## src/rtl/mc_pkg.sv

```systemverilog
// -----------------------------------------------------------------------------
// mc_pkg
// Shared definitions for the multicycle MIPS control unit and its datapath:
// FSM state encoding, opcode/funct values, ALU operation classes, ALU control
// codes and the alusrcb / pcsrc mux encodings.
// No ports.
// -----------------------------------------------------------------------------
package mc_pkg;

  typedef enum logic [3:0] {
    S_FETCH    = 4'd0,
    S_DECODE   = 4'd1,
    S_MEMADR   = 4'd2,
    S_MEMRD    = 4'd3,
    S_MEMWB    = 4'd4,
    S_MEMWR    = 4'd5,
    S_EXECUTE  = 4'd6,
    S_ALUWB    = 4'd7,
    S_BRANCH   = 4'd8,
    S_ADDIEXEC = 4'd9,
    S_ADDIWB   = 4'd10,
    S_JUMP     = 4'd11
  } state_t;

  // Opcodes (instr[31:26])
  localparam logic [5:0] OP_LW    = 6'b100011;
  localparam logic [5:0] OP_SW    = 6'b101011;
  localparam logic [5:0] OP_RTYPE = 6'b000000;
  localparam logic [5:0] OP_BEQ   = 6'b000100;
  localparam logic [5:0] OP_ADDI  = 6'b001000;
  localparam logic [5:0] OP_J     = 6'b000010;

  // R-type funct codes (instr[5:0])
  localparam logic [5:0] FUNCT_ADD = 6'b100000;
  localparam logic [5:0] FUNCT_SUB = 6'b100010;
  localparam logic [5:0] FUNCT_AND = 6'b100100;
  localparam logic [5:0] FUNCT_OR  = 6'b100101;
  localparam logic [5:0] FUNCT_SLT = 6'b101010;

  // ALU operation class chosen by the FSM
  typedef enum logic [1:0] {
    ALUOP_ADD   = 2'b00,
    ALUOP_SUB   = 2'b01,
    ALUOP_FUNCT = 2'b10
  } aluop_t;

  // ALU control codes seen by the datapath ALU
  localparam logic [2:0] ALUC_AND = 3'b000;
  localparam logic [2:0] ALUC_OR  = 3'b001;
  localparam logic [2:0] ALUC_ADD = 3'b010;
  localparam logic [2:0] ALUC_SUB = 3'b110;
  localparam logic [2:0] ALUC_SLT = 3'b111;

  // ALU B-operand select
  localparam logic [1:0] SRCB_B      = 2'b00;
  localparam logic [1:0] SRCB_FOUR   = 2'b01;
  localparam logic [1:0] SRCB_IMM    = 2'b10;
  localparam logic [1:0] SRCB_IMMSH2 = 2'b11;

  // Next-PC select
  localparam logic [1:0] PCSRC_ALURESULT = 2'b00;
  localparam logic [1:0] PCSRC_ALUOUT    = 2'b01;
  localparam logic [1:0] PCSRC_JUMP      = 2'b10;

endpackage

```

## src/rtl/mc_controller_if.sv

```systemverilog
// -----------------------------------------------------------------------------
// mc_controller_if
// Bundle between the control unit and the multicycle datapath.
//   Datapath -> controller : op, funct, zero
//   Controller -> datapath : pcen, irwrite, regwrite, memwrite, alusrca, iord,
//                            memtoreg, regdst, alusrcb, pcsrc, alucontrol
// Modports: master = control unit, slave = datapath.
// -----------------------------------------------------------------------------
interface mc_controller_if;
  logic [5:0] op;
  logic [5:0] funct;
  logic       zero;
  logic       pcen;
  logic       irwrite;
  logic       regwrite;
  logic       memwrite;
  logic       alusrca;
  logic       iord;
  logic       memtoreg;
  logic       regdst;
  logic [1:0] alusrcb;
  logic [1:0] pcsrc;
  logic [2:0] alucontrol;

  modport master (
    input  op, funct, zero,
    output pcen, irwrite, regwrite, memwrite, alusrca, iord, memtoreg,
           regdst, alusrcb, pcsrc, alucontrol
  );

  modport slave (
    output op, funct, zero,
    input  pcen, irwrite, regwrite, memwrite, alusrca, iord, memtoreg,
           regdst, alusrcb, pcsrc, alucontrol
  );
endinterface

```

## src/rtl/mc_aludec.sv

```systemverilog
// -----------------------------------------------------------------------------
// mc_aludec
// Combinational ALU decoder: maps the FSM's ALU operation class and the
// instruction funct field to the 3-bit ALU control code.
//   aluop      in  2 : operation class (add / sub / funct)
//   funct      in  6 : instr[5:0]
//   alucontrol out 3 : ALU control code
// -----------------------------------------------------------------------------
module mc_aludec
  import mc_pkg::*;
(
  input  aluop_t     aluop,
  input  logic [5:0] funct,
  output logic [2:0] alucontrol
);

  always_comb begin
    alucontrol = ALUC_ADD;
    case (aluop)
      ALUOP_ADD: alucontrol = ALUC_ADD;
      ALUOP_SUB: alucontrol = ALUC_SUB;
      ALUOP_FUNCT: begin
        case (funct)
          FUNCT_ADD: alucontrol = ALUC_ADD;
          FUNCT_SUB: alucontrol = ALUC_SUB;
          FUNCT_AND: alucontrol = ALUC_AND;
          FUNCT_OR:  alucontrol = ALUC_OR;
          FUNCT_SLT: alucontrol = ALUC_SLT;
          // Unsupported functs fall back to add so the datapath stays benign
          default:   alucontrol = ALUC_ADD;
        endcase
      end
      default: alucontrol = ALUC_ADD;
    endcase
  end

endmodule

```

## src/rtl/mc_controller.sv

```systemverilog
// -----------------------------------------------------------------------------
// mc_controller
// Multicycle MIPS control unit. A Moore FSM steps through one instruction at a
// time and drives every datapath select/enable; mc_aludec turns the state's ALU
// operation class plus funct into alucontrol.
//   clk     in      1 : system clock, rising edge
//   reset   in      1 : asynchronous reset, active low
//   bus     master    : op/funct/zero in, all control lines out
//   instret out    32 : retired-instruction count (only with MC_PERFCNT_EN)
// Optional feature macro: MC_PERFCNT_EN adds the instret counter and port.
// -----------------------------------------------------------------------------
module mc_controller
  import mc_pkg::*;
(
  input  logic              clk,
  input  logic              reset,
  mc_controller_if.master   bus
`ifdef MC_PERFCNT_EN
  ,
  output logic [31:0]       instret
`endif
);

  state_t     state_reg;
  state_t     state_next;
  aluop_t     aluop;
  logic       pcwrite;
  logic       branch;
  logic       irwrite;
  logic       regwrite;
  logic       memwrite;
  logic       alusrca;
  logic       iord;
  logic       memtoreg;
  logic       regdst;
  logic [1:0] alusrcb;
  logic [1:0] pcsrc;

  always_ff @(posedge clk or negedge reset) begin
    if (!reset) state_reg <= S_FETCH;
    else        state_reg <= state_next;
  end

  always_comb begin
    state_next = S_FETCH;
    aluop      = ALUOP_ADD;
    pcwrite    = 1'b0;
    branch     = 1'b0;
    irwrite    = 1'b0;
    regwrite   = 1'b0;
    memwrite   = 1'b0;
    alusrca    = 1'b0;
    iord       = 1'b0;
    memtoreg   = 1'b0;
    regdst     = 1'b0;
    alusrcb    = SRCB_B;
    pcsrc      = PCSRC_ALURESULT;

    case (state_reg)
      S_FETCH: begin
        irwrite    = 1'b1;
        pcwrite    = 1'b1;
        alusrcb    = SRCB_FOUR;
        state_next = S_DECODE;
      end
      S_DECODE: begin
        // Branch target is precomputed here into ALUOut
        alusrcb = SRCB_IMMSH2;
        case (bus.op)
          OP_LW, OP_SW: state_next = S_MEMADR;
          OP_RTYPE:     state_next = S_EXECUTE;
          OP_BEQ:       state_next = S_BRANCH;
          OP_ADDI:      state_next = S_ADDIEXEC;
          OP_J:         state_next = S_JUMP;
          default:      state_next = S_FETCH;  // unknown op retires as a nop
        endcase
      end
      S_MEMADR: begin
        alusrca    = 1'b1;
        alusrcb    = SRCB_IMM;
        state_next = (bus.op == OP_SW) ? S_MEMWR : S_MEMRD;
      end
      S_MEMRD: begin
        iord       = 1'b1;
        state_next = S_MEMWB;
      end
      S_MEMWB: begin
        regwrite = 1'b1;
        memtoreg = 1'b1;
      end
      S_MEMWR: begin
        iord     = 1'b1;
        memwrite = 1'b1;
      end
      S_EXECUTE: begin
        alusrca    = 1'b1;
        aluop      = ALUOP_FUNCT;
        state_next = S_ALUWB;
      end
      S_ALUWB: begin
        regwrite = 1'b1;
        regdst   = 1'b1;
      end
      S_BRANCH: begin
        alusrca = 1'b1;
        branch  = 1'b1;
        pcsrc   = PCSRC_ALUOUT;
        aluop   = ALUOP_SUB;
      end
      S_ADDIEXEC: begin
        alusrca    = 1'b1;
        alusrcb    = SRCB_IMM;
        state_next = S_ADDIWB;
      end
      S_ADDIWB: begin
        regwrite = 1'b1;
      end
      S_JUMP: begin
        pcwrite = 1'b1;
        pcsrc   = PCSRC_JUMP;
      end
      default: state_next = S_FETCH;
    endcase
  end

  mc_aludec u_aludec (
    .aluop      (aluop),
    .funct      (bus.funct),
    .alucontrol (bus.alucontrol)
  );

  // zero only matters during BRANCH, where branch is the sole term that can
  // make pcen depend on it
  assign bus.pcen     = pcwrite | (branch & bus.zero);
  assign bus.irwrite  = irwrite;
  assign bus.regwrite = regwrite;
  assign bus.memwrite = memwrite;
  assign bus.alusrca  = alusrca;
  assign bus.iord     = iord;
  assign bus.memtoreg = memtoreg;
  assign bus.regdst   = regdst;
  assign bus.alusrcb  = alusrcb;
  assign bus.pcsrc    = pcsrc;

`ifdef MC_PERFCNT_EN
  logic        retire;
  logic [31:0] instret_reg;

  // Every terminal state returns to FETCH on the next edge, so being in one
  // of them means the instruction retires on this edge
  always_comb begin
    retire = 1'b0;
    case (state_reg)
      S_MEMWB, S_MEMWR, S_ALUWB, S_ADDIWB, S_BRANCH, S_JUMP: retire = 1'b1;
      default: retire = 1'b0;
    endcase
  end

  always_ff @(posedge clk or negedge reset) begin
    if (!reset)      instret_reg <= 32'd0;
    else if (retire) instret_reg <= instret_reg + 32'd1;  // wraps silently
  end

  assign instret = instret_reg;
`endif

endmodule

```

## src/flat_wrapper.sv

```systemverilog
// flat-port wrapper written by rule: the top's interface ports become plain ports
module mc_controller_flat import mc_pkg::*;
  (clk, reset, bus_op, bus_funct, bus_zero, bus_pcen, bus_irwrite, bus_regwrite, bus_memwrite, bus_alusrca, bus_iord, bus_memtoreg, bus_regdst, bus_alusrcb, bus_pcsrc, bus_alucontrol);
  mc_controller_if bus_i ();
  input  logic clk;
  input  logic reset;
  input wire logic [$bits(bus_i.op)-1:0] bus_op;
  input wire logic [$bits(bus_i.funct)-1:0] bus_funct;
  input wire logic [$bits(bus_i.zero)-1:0] bus_zero;
  output wire logic [$bits(bus_i.pcen)-1:0] bus_pcen;
  output wire logic [$bits(bus_i.irwrite)-1:0] bus_irwrite;
  output wire logic [$bits(bus_i.regwrite)-1:0] bus_regwrite;
  output wire logic [$bits(bus_i.memwrite)-1:0] bus_memwrite;
  output wire logic [$bits(bus_i.alusrca)-1:0] bus_alusrca;
  output wire logic [$bits(bus_i.iord)-1:0] bus_iord;
  output wire logic [$bits(bus_i.memtoreg)-1:0] bus_memtoreg;
  output wire logic [$bits(bus_i.regdst)-1:0] bus_regdst;
  output wire logic [$bits(bus_i.alusrcb)-1:0] bus_alusrcb;
  output wire logic [$bits(bus_i.pcsrc)-1:0] bus_pcsrc;
  output wire logic [$bits(bus_i.alucontrol)-1:0] bus_alucontrol;
  assign bus_i.op = bus_op;
  assign bus_i.funct = bus_funct;
  assign bus_i.zero = bus_zero;
  assign bus_pcen = bus_i.pcen;
  assign bus_irwrite = bus_i.irwrite;
  assign bus_regwrite = bus_i.regwrite;
  assign bus_memwrite = bus_i.memwrite;
  assign bus_alusrca = bus_i.alusrca;
  assign bus_iord = bus_i.iord;
  assign bus_memtoreg = bus_i.memtoreg;
  assign bus_regdst = bus_i.regdst;
  assign bus_alusrcb = bus_i.alusrcb;
  assign bus_pcsrc = bus_i.pcsrc;
  assign bus_alucontrol = bus_i.alucontrol;
  mc_controller u_core (.clk(clk), .reset(reset), .bus(bus_i));
endmodule
```

## config.mk

```make
export PLATFORM = sky130hd
export DESIGN_NAME = mc_controller_flat
export DESIGN_NICKNAME = d
export VERILOG_FILES = /design/src/rtl/mc_pkg.sv /design/src/rtl/mc_controller_if.sv /design/src/rtl/mc_aludec.sv /design/src/rtl/mc_controller.sv /design/src/flat_wrapper.sv
export SDC_FILE = /design/constraint.sdc
export NUM_CORES = 1
export LEC_CHECK = 0
export ABC_AREA = 1
export CORE_UTILIZATION = 39
export DETAILED_ROUTE_END_ITERATION = 7
export MAX_ROUTING_LAYER = met4
export PLACE_DENSITY_LB_ADDON = 0.08
export SETUP_SLACK_MARGIN = 0.4
export SLEW_MARGIN = 20
export SYNTH_ARGS = -nofsm -noshare
export SYNTH_HDL_FRONTEND = slang
export SYNTH_HIERARCHICAL = 1
export SYNTH_SLANG_ARGS = --single-unit
```

## constraint.sdc

```tcl
create_clock -name clk -period 2.4 [get_ports clk]
set_input_delay 0.48 -clock clk [delete_from_list [all_inputs] [get_ports clk]]
set_output_delay 0.48 -clock clk [all_outputs]
set_load 0.1 [all_outputs]
```

==> impl_results.md, run 1 <==
- Rows: 13
- Largest net degree at the start of global routing: 6
- Root Buffer: clkbuf_4
- Initial Utilization: 43.68%
- PortBufs: 29
- Post-Syn Area: 596.8 um^2
- Worst ep type: primary output
- Yosys reg bits: 4
- Error msg: [ERROR DPL-0033] detailed placement checks failed during check placement.
- Seq/Total Area, Yosys: 16.77%
- CTS Sinks: 4
- Initial antenna violation count: 0
- Post-synthesis average cell area: 5.015 um^2
- Syn Inst Count: 119
- CTS H-tree depth: 1
- Last stage reached: global routing
- Outcome: did not finish
- Dpl ws: 127.2 ps
- Die Span X: 41.12 um
- Gpl congestion: 0.8967
- Placed cells: 164
- Num CTS Buffers: 3
- Dpl hpwl: 1363 um
- CTS Buffer Depth: 2
- Syn_nets: 136
- Die Height: 41.12 um
- Yosys warns: 6
- Synth cell types: 14
- # IOs: 30
- Crit. endpoint post-GRT repair: bus_alucontrol[2]
-- cells by family after synthesis --
group	count (synthesis)	synth area share [%]
simple gates	76	51.78
buf+inv	24	15.72
compound gates	13	11.53
fa+ha+maj	2	4.192
flops	4	16.77
-- Yosys cell counts --
library cell | instances | area, um^2
nand2_1 | 32 | 120.1
nor2_1 | 31 | 116.4
inv_1 | 22 | 82.58
nand3_1 | 7 | 35.03
a21oi_1 | 6 | 30.03
o21ai_0 | 6 | 30.03
dfrtp_1 | 4 | 100.1
nor2_2 | 4 | 25.02
ha_1 | 2 | 25.02
buf_4 | 1 | 7.510
inv_2 | 1 | 3.750
nand4_1 | 1 | 6.260
o21ai_2 | 1 | 8.760
or2_1 | 1 | 6.260
-- repair_timing --
action                                 CTS
resized for setup                       21
hold buffers                             0
endpoints found under the hold margin    0
setup endpoints to repair                5
setup buffers                           12
pin swaps                               10
-- stage by stage --
| stage | area [um^2] | setup TNS (ps) | hold slack [ps] |
|---|---|---|---|
| 2_1_floorplan | 661.9 | -319.0 | 184.4 |
| 3_3_place_gp | 1104 | 0 | 650.3 |
| 3_5_place_dp | 1104 | 0 | 664.4 |
| 4_1_cts | 1260 | 0 | 440.0 |
==> run 2: changes to the inputs <==
--- a/config.mk
+++ b/config.mk
@@ -6,11 +6,10 @@
 export NUM_CORES = 1
 export LEC_CHECK = 0
 export ABC_AREA = 1
-export CORE_UTILIZATION = 39
+export CORE_AREA = 2 2 63 65
 export DETAILED_ROUTE_END_ITERATION = 7
-export MAX_ROUTING_LAYER = met4
-export PLACE_DENSITY_LB_ADDON = 0.08
-export SETUP_SLACK_MARGIN = 0.4
+export DIE_AREA = 0 0 65 67
+export PLACE_DENSITY_LB_ADDON = 0.15
 export SLEW_MARGIN = 20
 export SYNTH_ARGS = -nofsm -noshare
 export SYNTH_HDL_FRONTEND = slang
==> impl_results.md, run 2 <==
- Outcome: finished, final reports clean
- Global-route wire length before repair: 2987 um
- DRT Pass-1 Iters: 2
- Via count: 786
- Initial antenna violation count: 0
- CP bufs+invs: 3
- CTS tree: built
- Most frequent cells in the layout: nand2_1 (30), nor2_1 (27), inv_1 (18)
- Slew Limit Fails: 0
- Gpl congestion: 0.8026 (-10%)
- Post-Syn Area: 596.8 um^2 (unchanged)
- Period utilization: 96.34%
- Post-synth top area cell: nand2_1
- Max reg flops: 4
- Post-layout util: 32.93%
- Post-synthesis average cell area: 5.015 um^2 (unchanged)
- Syn Inst Count: 119 (unchanged)
- Dpl hpwl: 1571 um (+15%)
- Family with the most delay on the worst path: simple AND/OR/NAND/NOR gates
- Num CTS Buffers: 3 (unchanged)
- Via density: 3.910
- Commonest cells in the netlist: nand2_1 (32), nor2_1 (31), inv_1 (22), nand3_1 (7)
- Critical Path AT: 1830 ps
- Slowest-stage cell, CP: dfrtp_1
- Slowest stage delay, CP: 420 ps
- MaxCap Viol Count: 0
- Worst IR Drop VDD: 811.0 uV
- Hold crit path type: in -> async
- Rows: 22 (+9)
- Die area: 0.004355 mm^2
- Worst setup margin: 87.84 ps
- Commonest non-fill, non-tap cell in the layout: nand2_1
- Prevailing post-synth register cell: dfrtp_1
- Synth cell types: 14 (unchanged)
- Die Height: 67 um (+63%)
- Yosys reg bits: 4 (unchanged)
- Overall Global Routing Usage: 8.657%
- Yosys warns: 6 (unchanged)
- Startpoint types: flip-flop
- Final global-route overflow total: 0
- Synth area leaders: nand2_1 (20%), nor2_1 (19%), dfrtp_1 (17%)
- CTS H-tree depth: 1 (unchanged)
- Min Tclk post-route: 2312 ps
- Crit-path cells: inv_2, nand2_2, nor2_2, inv_1, ha_4, or2_1, a21oi_4, buf_12
- Post-DR wirelength/cell: 9.020 um
- Largest net degree at the start of global routing: 7
- Dpl ws: 187.2 ps (+60.03 ps)
- Crit path capture type: primary output
- Seq/Total Area, Yosys: 16.77% (unchanged)
- CTS Sinks: 4 (unchanged)
- Antenna Diode Count: 0
- Number of synthesized flops with an enable pin: 0 (unchanged)
- PortBufs: 29 (unchanged)
- Die Span X: 65 um (+58%)
- Hold buffers post-CTS: 0 (unchanged)
- Setup Skew: 2.082 ps
- Fill count: 396
- Number of global-route vias before repair: 791
- Ys async rst share: 100.0% (unchanged)
- Final WL: 1813 um
- RSZ-0062 raised after global routing: false
- Final Hold Vio Count: 0
- Crit-path max FO: 5
- Placed cells: 197 (+20%)
- Max_slew headroom: 81.36%
- FMAX: 0.4325 GHz
- Slew @ Worst Pin: 277.7 ps
- Worst-Skew Late Latency: 210 ps
- Finish-stage setup viols: 0
- Antenna viol nets, final: 0
- Leak: 0.5373 nW
- Post-Layout Cell Count: 201
- Nets: 172
- Drt drc: 0
- CTS Buffer Depth: 2 (unchanged)
- 1st-iter DRT viols: 16
- Share of layout cells above drive strength 1: 28.10%
- # IOs: 30 (unchanged)
- Worst setup path class: reg -> out
- Syn_nets: 136 (unchanged)
- Core area: 0.003606 mm^2
- Power per Cell Area: 1138 mW/mm^2
- Clock transition at path regs: 30 ps
- Critical path required time: 1920 ps
- Share of the synthesized area in the top cell type: 20.13% (unchanged)
- Root Buffer: clkbuf_8
- Initial Utilization: 16.55% (-27 points)
- Synth-to-Final Area Change: 98.95%
- Most frequent cell after synthesis: nand2_1
## run 2: cell counts after synthesis
Identical to the previous run, type by type.
## run 2: power breakdown
part / switching [W] / internal, W
clock: 0.0000314 / 0.000107
combinational: 0.000773 / 0.000323
sequential: 0.0000286 / 0.0000893
## run 2: cell families after synthesis
| family | synth area share, % |
|---|---|
| DFF | 16.77 |
| AOI/OAI and AO/OA | 11.53 |
| adders and majority gates | 4.192 |
| buffers and inverters | 15.72 |
| and+or+nand+nor | 51.78 |
## run 2: area by class of cell
class,instances,area (um^2),share of cell area [%]
Multi-Input combinational cell,91,460.4,38.78
Timing Repair Buffer,32,437.9,36.88
Inverter,23,86.33,7.271
Tap cell,48,60.06,5.058
Clock buffer,3,41.29,3.477
Sequential cell,4,101.3,8.535
## run 2: timing repair
item | 4_1_cts | 5_1_grt
gates cloned | 0 | 0
buffers inserted | 0 | 1
setup endpoints to repair | 1 | 3
pin swaps | 0 | 1
gates resized for setup | 1 | 6
## run 2: routing by layer
metal | global-route usage, % | up-vias | share of wire (%)
met5 | 0 | - | 0
met4 | 2.394 | 0 | 0
met3 | 1.689 | 0 | 4.8
met2 | 16.62 | 16 | 53
met1 | 9.586 | 340 | 42
li1 | - | 430 | -
## run 2: metrics by stage
step                      total power [W]  hold WS [ps]  cell area [um^2]  TNS [ps]
after CTS                        0.001349         468.1              1174         0
after global routing             0.001418         474.2              1187         0
after floorplan                 0.0008511         184.4             649.4    -309.9
after global placement           0.001207         672.8              1132         0
after detailed placement         0.001201         667.9              1132         0
final                            0.001352         465.1              1187         0
## run 2: worst register-to-register path: stages, from the launching register on
cell and delay (ps):
dfrtp_1 420, inv_2 90, buf_4 110, nand2_1 70
nor2_1 210, nand3_1 110, nand4_1 130
## run 2: path summary, 6_finish.rpt
kind,from,end,slack [ps],cells after the start
min,reset,u_core/state_reg[0]$_DFF_PN0_,470,1
max,u_core/state_reg[0]$_DFF_PN0_,bus_alucontrol[0],90,8
min in group clk,u_core/state_reg[1]$_DFF_PN0_,u_core/state_reg[2]$_DFF_PN0_,670,2
max in group asynchronous,reset,u_core/state_reg[1]$_DFF_PN0_,1760,1
max reg2reg,u_core/state_reg[0]$_DFF_PN0_,u_core/state_reg[2]$_DFF_PN0_,1190,6
min reg2reg,u_core/state_reg[1]$_DFF_PN0_,u_core/state_reg[2]$_DFF_PN0_,670,2
Power figures use the tool's default switching activity.
==> run 3: changes to the inputs <==
--- a/config.mk
+++ b/config.mk
@@ -7,6 +7,7 @@
 export LEC_CHECK = 0
 export ABC_AREA = 1
 export CORE_AREA = 2 2 63 65
+export CTS_BUF_LIST = sky130_fd_sc_hd__clkbuf_4 sky130_fd_sc_hd__clkbuf_8 sky130_fd_sc_hd__clkbuf_16
 export DETAILED_ROUTE_END_ITERATION = 7
 export DIE_AREA = 0 0 65 67
 export PLACE_DENSITY_LB_ADDON = 0.15
==> results of run 3 <==
The final DEF is identical to that of run 2; final timing and power are the same.
==> run 4: changes to the inputs <==
--- a/config.mk
+++ b/config.mk
@@ -5,7 +5,6 @@
 export SDC_FILE = /design/constraint.sdc
 export NUM_CORES = 1
 export LEC_CHECK = 0
-export ABC_AREA = 1
 export CORE_AREA = 2 2 63 65
 export CTS_BUF_LIST = sky130_fd_sc_hd__clkbuf_4 sky130_fd_sc_hd__clkbuf_8 sky130_fd_sc_hd__clkbuf_16
 export DETAILED_ROUTE_END_ITERATION = 7
@@ -16,3 +15,4 @@
 export SYNTH_HDL_FRONTEND = slang
 export SYNTH_HIERARCHICAL = 1
 export SYNTH_SLANG_ARGS = --single-unit
+export TNS_END_PERCENT = 1
==> impl_results.md, run 4 <==
- Nets: 131 (-24%)
- Most frequent cells in the layout: buf_12 (15), clkdlybuf4s50_1 (14), buf_4 (10)
- Post-synth top area cell: dfrtp_1
- R2R cell count: 4 (-2)
- Num CTS Buffers: 3 (unchanged)
- RSZ-0062 raised after global routing: true
- Finish-stage setup viols: 3 (+3)
- Max reg flops: 4 (unchanged)
- Prevailing post-synth register cell: dfrtp_1
- Post-DP Area: 0.001125 mm^2 (-0.66%)
- Mux cell area share after synthesis: 1.822% (+1.8 points)
- Yosys warns: 6 (unchanged)
- Die Height: 67 um (unchanged)
- Share of layout cells above drive strength 1: 38.39% (+10 points)
- Outcome: finished, violations left
- Main combinational cell family by area after synthesis: simple AND/OR/NAND/NOR gates
- CTS H-tree depth: 1 (unchanged)
- Number of synthesized flops with an enable pin: 0 (unchanged)
- Crit path capture type: primary output
- Yosys reg bits: 4 (unchanged)
- Final WL: 1944 um (+7.2%)
- Final Hold Vio Count: 0 (unchanged)
- Synth cell types: 35 (+21)
- Core area: 0.003606 mm^2 (unchanged)
- Leak: 0.4732 nW (-12%)
- Root Buffer: clkbuf_8
- Max_slew headroom: 72.30% (-9.1 points)
- Dpl hpwl: 1531 um (-2.5%)
- Worst setup path class: reg -> out
- Setup Skew: 3.584 ps (+1.503 ps)
- Drt drc: 0 (unchanged)
- Worst setup margin: -16.86 ps (-104.7 ps)
- Fill count: 369 (-6.8%)
- Post-Syn Area: 549.3 um^2 (-8.0%)
- Post-layout util: 35.01% (+2.1 points)
- Via count: 714 (-9.2%)
- Hold crit path type: in -> async
- Sw Ratio: 57.87% (-3.7 points)
- Post-Synth Adder-Cell Area: 4.556% (+0.36 points)
- Rows: 22 (unchanged)
- Synth Area in Compound Gates: 16.63% (+5.1 points)
- Share of the synthesized area in the top cell type: 18.22% (-1.9 points)
- Ys async rst share: 100.0% (unchanged)
- Via density: 4.463 (+14%)
- DRT Pass-1 Iters: 4 (+2)
- Startpoint types: flip-flop
- Register Area: 100.1 um^2 (-1.2%)
- Initial Utilization: 15.23% (-1.3 points)
- Slew @ Worst Pin: 411.7 ps (+134.0 ps)
- Die Span X: 65 um (unchanged)
- Xor and xnor area share after synthesis: 6.378% (+6.4 points)
- Final global-route overflow total: 0 (unchanged)
- Initial antenna violation count: 0 (unchanged)
- Min Tclk post-route: 2417 ps (+104.7 ps)
- Synth area leaders: dfrtp_1 (18%), nor3_1 (7.3%), nand3_1 (5.5%)
- Footprint of the multi-input gates: 511.7 um^2 (+11%)
- Slew Limit Fails: 0 (unchanged)
- Reg power frac: 7.2% (-1.5 points)
- 1st-iter DRT viols: 50 (+34)
- Period utilization: 100.7% (+4.4 points)
- Worst-Skew Late Latency: 220 ps (about the same)
- Largest net degree at the start of global routing: 14 (+7)
- FMAX: 0.4138 GHz (-4.3%)
- Reg2reg setup slack: 660 ps (-530 ps)
- Number of global-route vias before repair: 701 (-11%)
- Antenna viol nets, final: 0 (unchanged)
- Post-synthesis average cell area: 7.423 um^2 (+48%)
- CTS Sinks: 4 (unchanged)
- Global-route wire length before repair: 3243 um (+8.6%)
- Failing checks: setup timing
- Crit-path max FO: 3 (-2)
- Area fraction in and, or, nand and nor cells after synthesis: 42.82% (-9.0 points)
- R2R Path Start: u_core/state_reg[0]$_DFF_PN0_
- Critical Path AT: 1940 ps (+110 ps)
- Syn Inst Count: 74 (-38%)
- Clock power frac: 9.1% (-1.1 points)
- Most frequent cell after synthesis: nor3_1
- Critical path required time: 1920 ps (about the same)
- Worst IR Drop VDD: 297.7 uV (-63%)
- Total power: 0.001536 W (+14%)
- Logic gate share of total power: 83.7% (+2.6 points)
- Overall Global Routing Usage: 9.402% (+0.74 points)
- Commonest non-fill, non-tap cell in the layout: buf_12
- CTS tree: built
- Syn_nets: 91 (-33%)
- Internal: 0.0006470 W (+25%)
- Post-route cell area: 0.001262 mm^2 (+6.3%)
- Clock transition at path regs: 30 ps (about the same)
- Gpl congestion: 0.7259 (-9.6%)
- Net Sw Power: 0.0008888 W (+6.7%)
- Power per Cell Area: 1216 mW/mm^2 (+6.9%)
- Post-DR wirelength/cell: 12.15 um (+35%)
- Antenna Diode Count: 0 (unchanged)
- MaxCap Viol Count: 0 (unchanged)
- End of the worst register-to-register path: u_core/state_reg[2]$_DFF_PN0_
- Synth-to-Final Area Change: 129.8%
- Seq/Total Area, Yosys: 18.22% (+1.5 points)
- Commonest cells in the netlist: nor3_1 (8), inv_1 (6), nand3_1 (6), nor2_1 (6), dfrtp_1 (4)
- PortBufs: 29 (unchanged)
- # IOs: 30 (unchanged)
- CTS Buffer Depth: 2 (unchanged)
- Die area: 0.004355 mm^2 (unchanged)
==> run 4: cell types whose count changed after synthesis, sizes merged, moves of 4 or more <==
cell / before / now
nand2: 32 / 2
nor2: 35 / 6
inv: 23 / 6
nor3: 0 / 8
o21ai: 7 / 3
==> run 4: routing by layer <==
| layer | share of wire [%] | wire [um] | vias to the layer above | track usage (%) |
|---|---|---|---|---|
| met4 | 1.2 | 23 | 0 | 3.191 |
| li1 | - | - | 355 | - |
| met1 | 44 | 860 | 321 | 12.20 |
| met3 | 6.5 | 126 | 6 | 1.520 |
| met5 | 0 | 0 | - | 0 |
| met2 | 48 | 934 | 32 | 15.72 |
==> run 4: kinds of logic (layout without fill, tap and decap cells) <==
group | after synthesis | after routing
compound gates | 14 | 14
flops | 4 | 4
mux | 1 | 1
simple gates | 38 | 38
xor+xnor | 4 | 4
buf+inv | 11 | 49
fa+ha+maj | 2 | 2
==> run 4: worst max path at each step <==
stage,start,to,slack (ps),depth (start not counted)
floorplan,u_core/state_reg[3]$_DFF_PN0_,bus_regwrite,-690,4
global placement,u_core/state_reg[2]$_DFF_PN0_,bus_alucontrol[2],120,7
detailed placement,u_core/state_reg[2]$_DFF_PN0_,bus_alucontrol[2],90,7
CTS,u_core/state_reg[2]$_DFF_PN0_,bus_alucontrol[0],-20,7
global route,u_core/state_reg[2]$_DFF_PN0_,bus_alucontrol[1],-120,8
finish,u_core/state_reg[2]$_DFF_PN0_,bus_alucontrol[1],-20,8
==> run 4: metrics by stage <==
| step | worst slack [ps] | hold slack [ps] | std cells | setup TNS, ps |
|---|---|---|---|---|
| finish | -16.86 | 473.6 | 160 | -23.15 |
| global placement | 121.6 | 608.1 | 155 | 0 |
| detailed placement | 90.27 | 620.8 | 155 | 0 |
| CTS | -24.62 | 476.9 | 158 | -48.96 |
| global route | -124.5 | 485.7 | 160 | -305.7 |
| floorplan | -692.8 | 184.4 | 74 | -4522 |
==> run 4: worst max-delay path, cell delays in order, from the launching register on <==
cell and delay [ps]:
dfrtp_1 360, or2b_1 250, nor3_2 210, inv_1 90
ha_4 280, buf_6 100, nor3_2 40, a31oi_2 190
buf_12 200
==> run 4: cell type report <==
class / instances / share of cell area [%]
clock buffer: 3 / 3.271
inverter: 6 / 1.784
multi-input combinational: 59 / 40.54
sequential: 4 / 7.929
tap: 48 / 4.757
timing repair buffer: 40 / 41.72
==> run 4: repair_timing <==
action | CTS | global route
pin swaps | 1 | 4
endpoints found under the hold margin | 0 | 0
setup endpoints to repair | 3 | 3
hold buffers | 0 | 0
resized for setup | 4 | 7
setup buffers | 0 | 2
cloned | 0 | 0
==> run 4: power groups by stage <==
stage / Sequential (W) / Combinational [W] / Clock, W
floorplan: 0.000106 / 0.000792 / 0
global placement: 0.000105 / 0.00126 / 0
detailed placement: 0.000105 / 0.00126 / 0
CTS: 0.000108 / 0.00127 / 0.000142
global route: 0.000115 / 0.00134 / 0.000149
finish: 0.000111 / 0.00129 / 0.000139
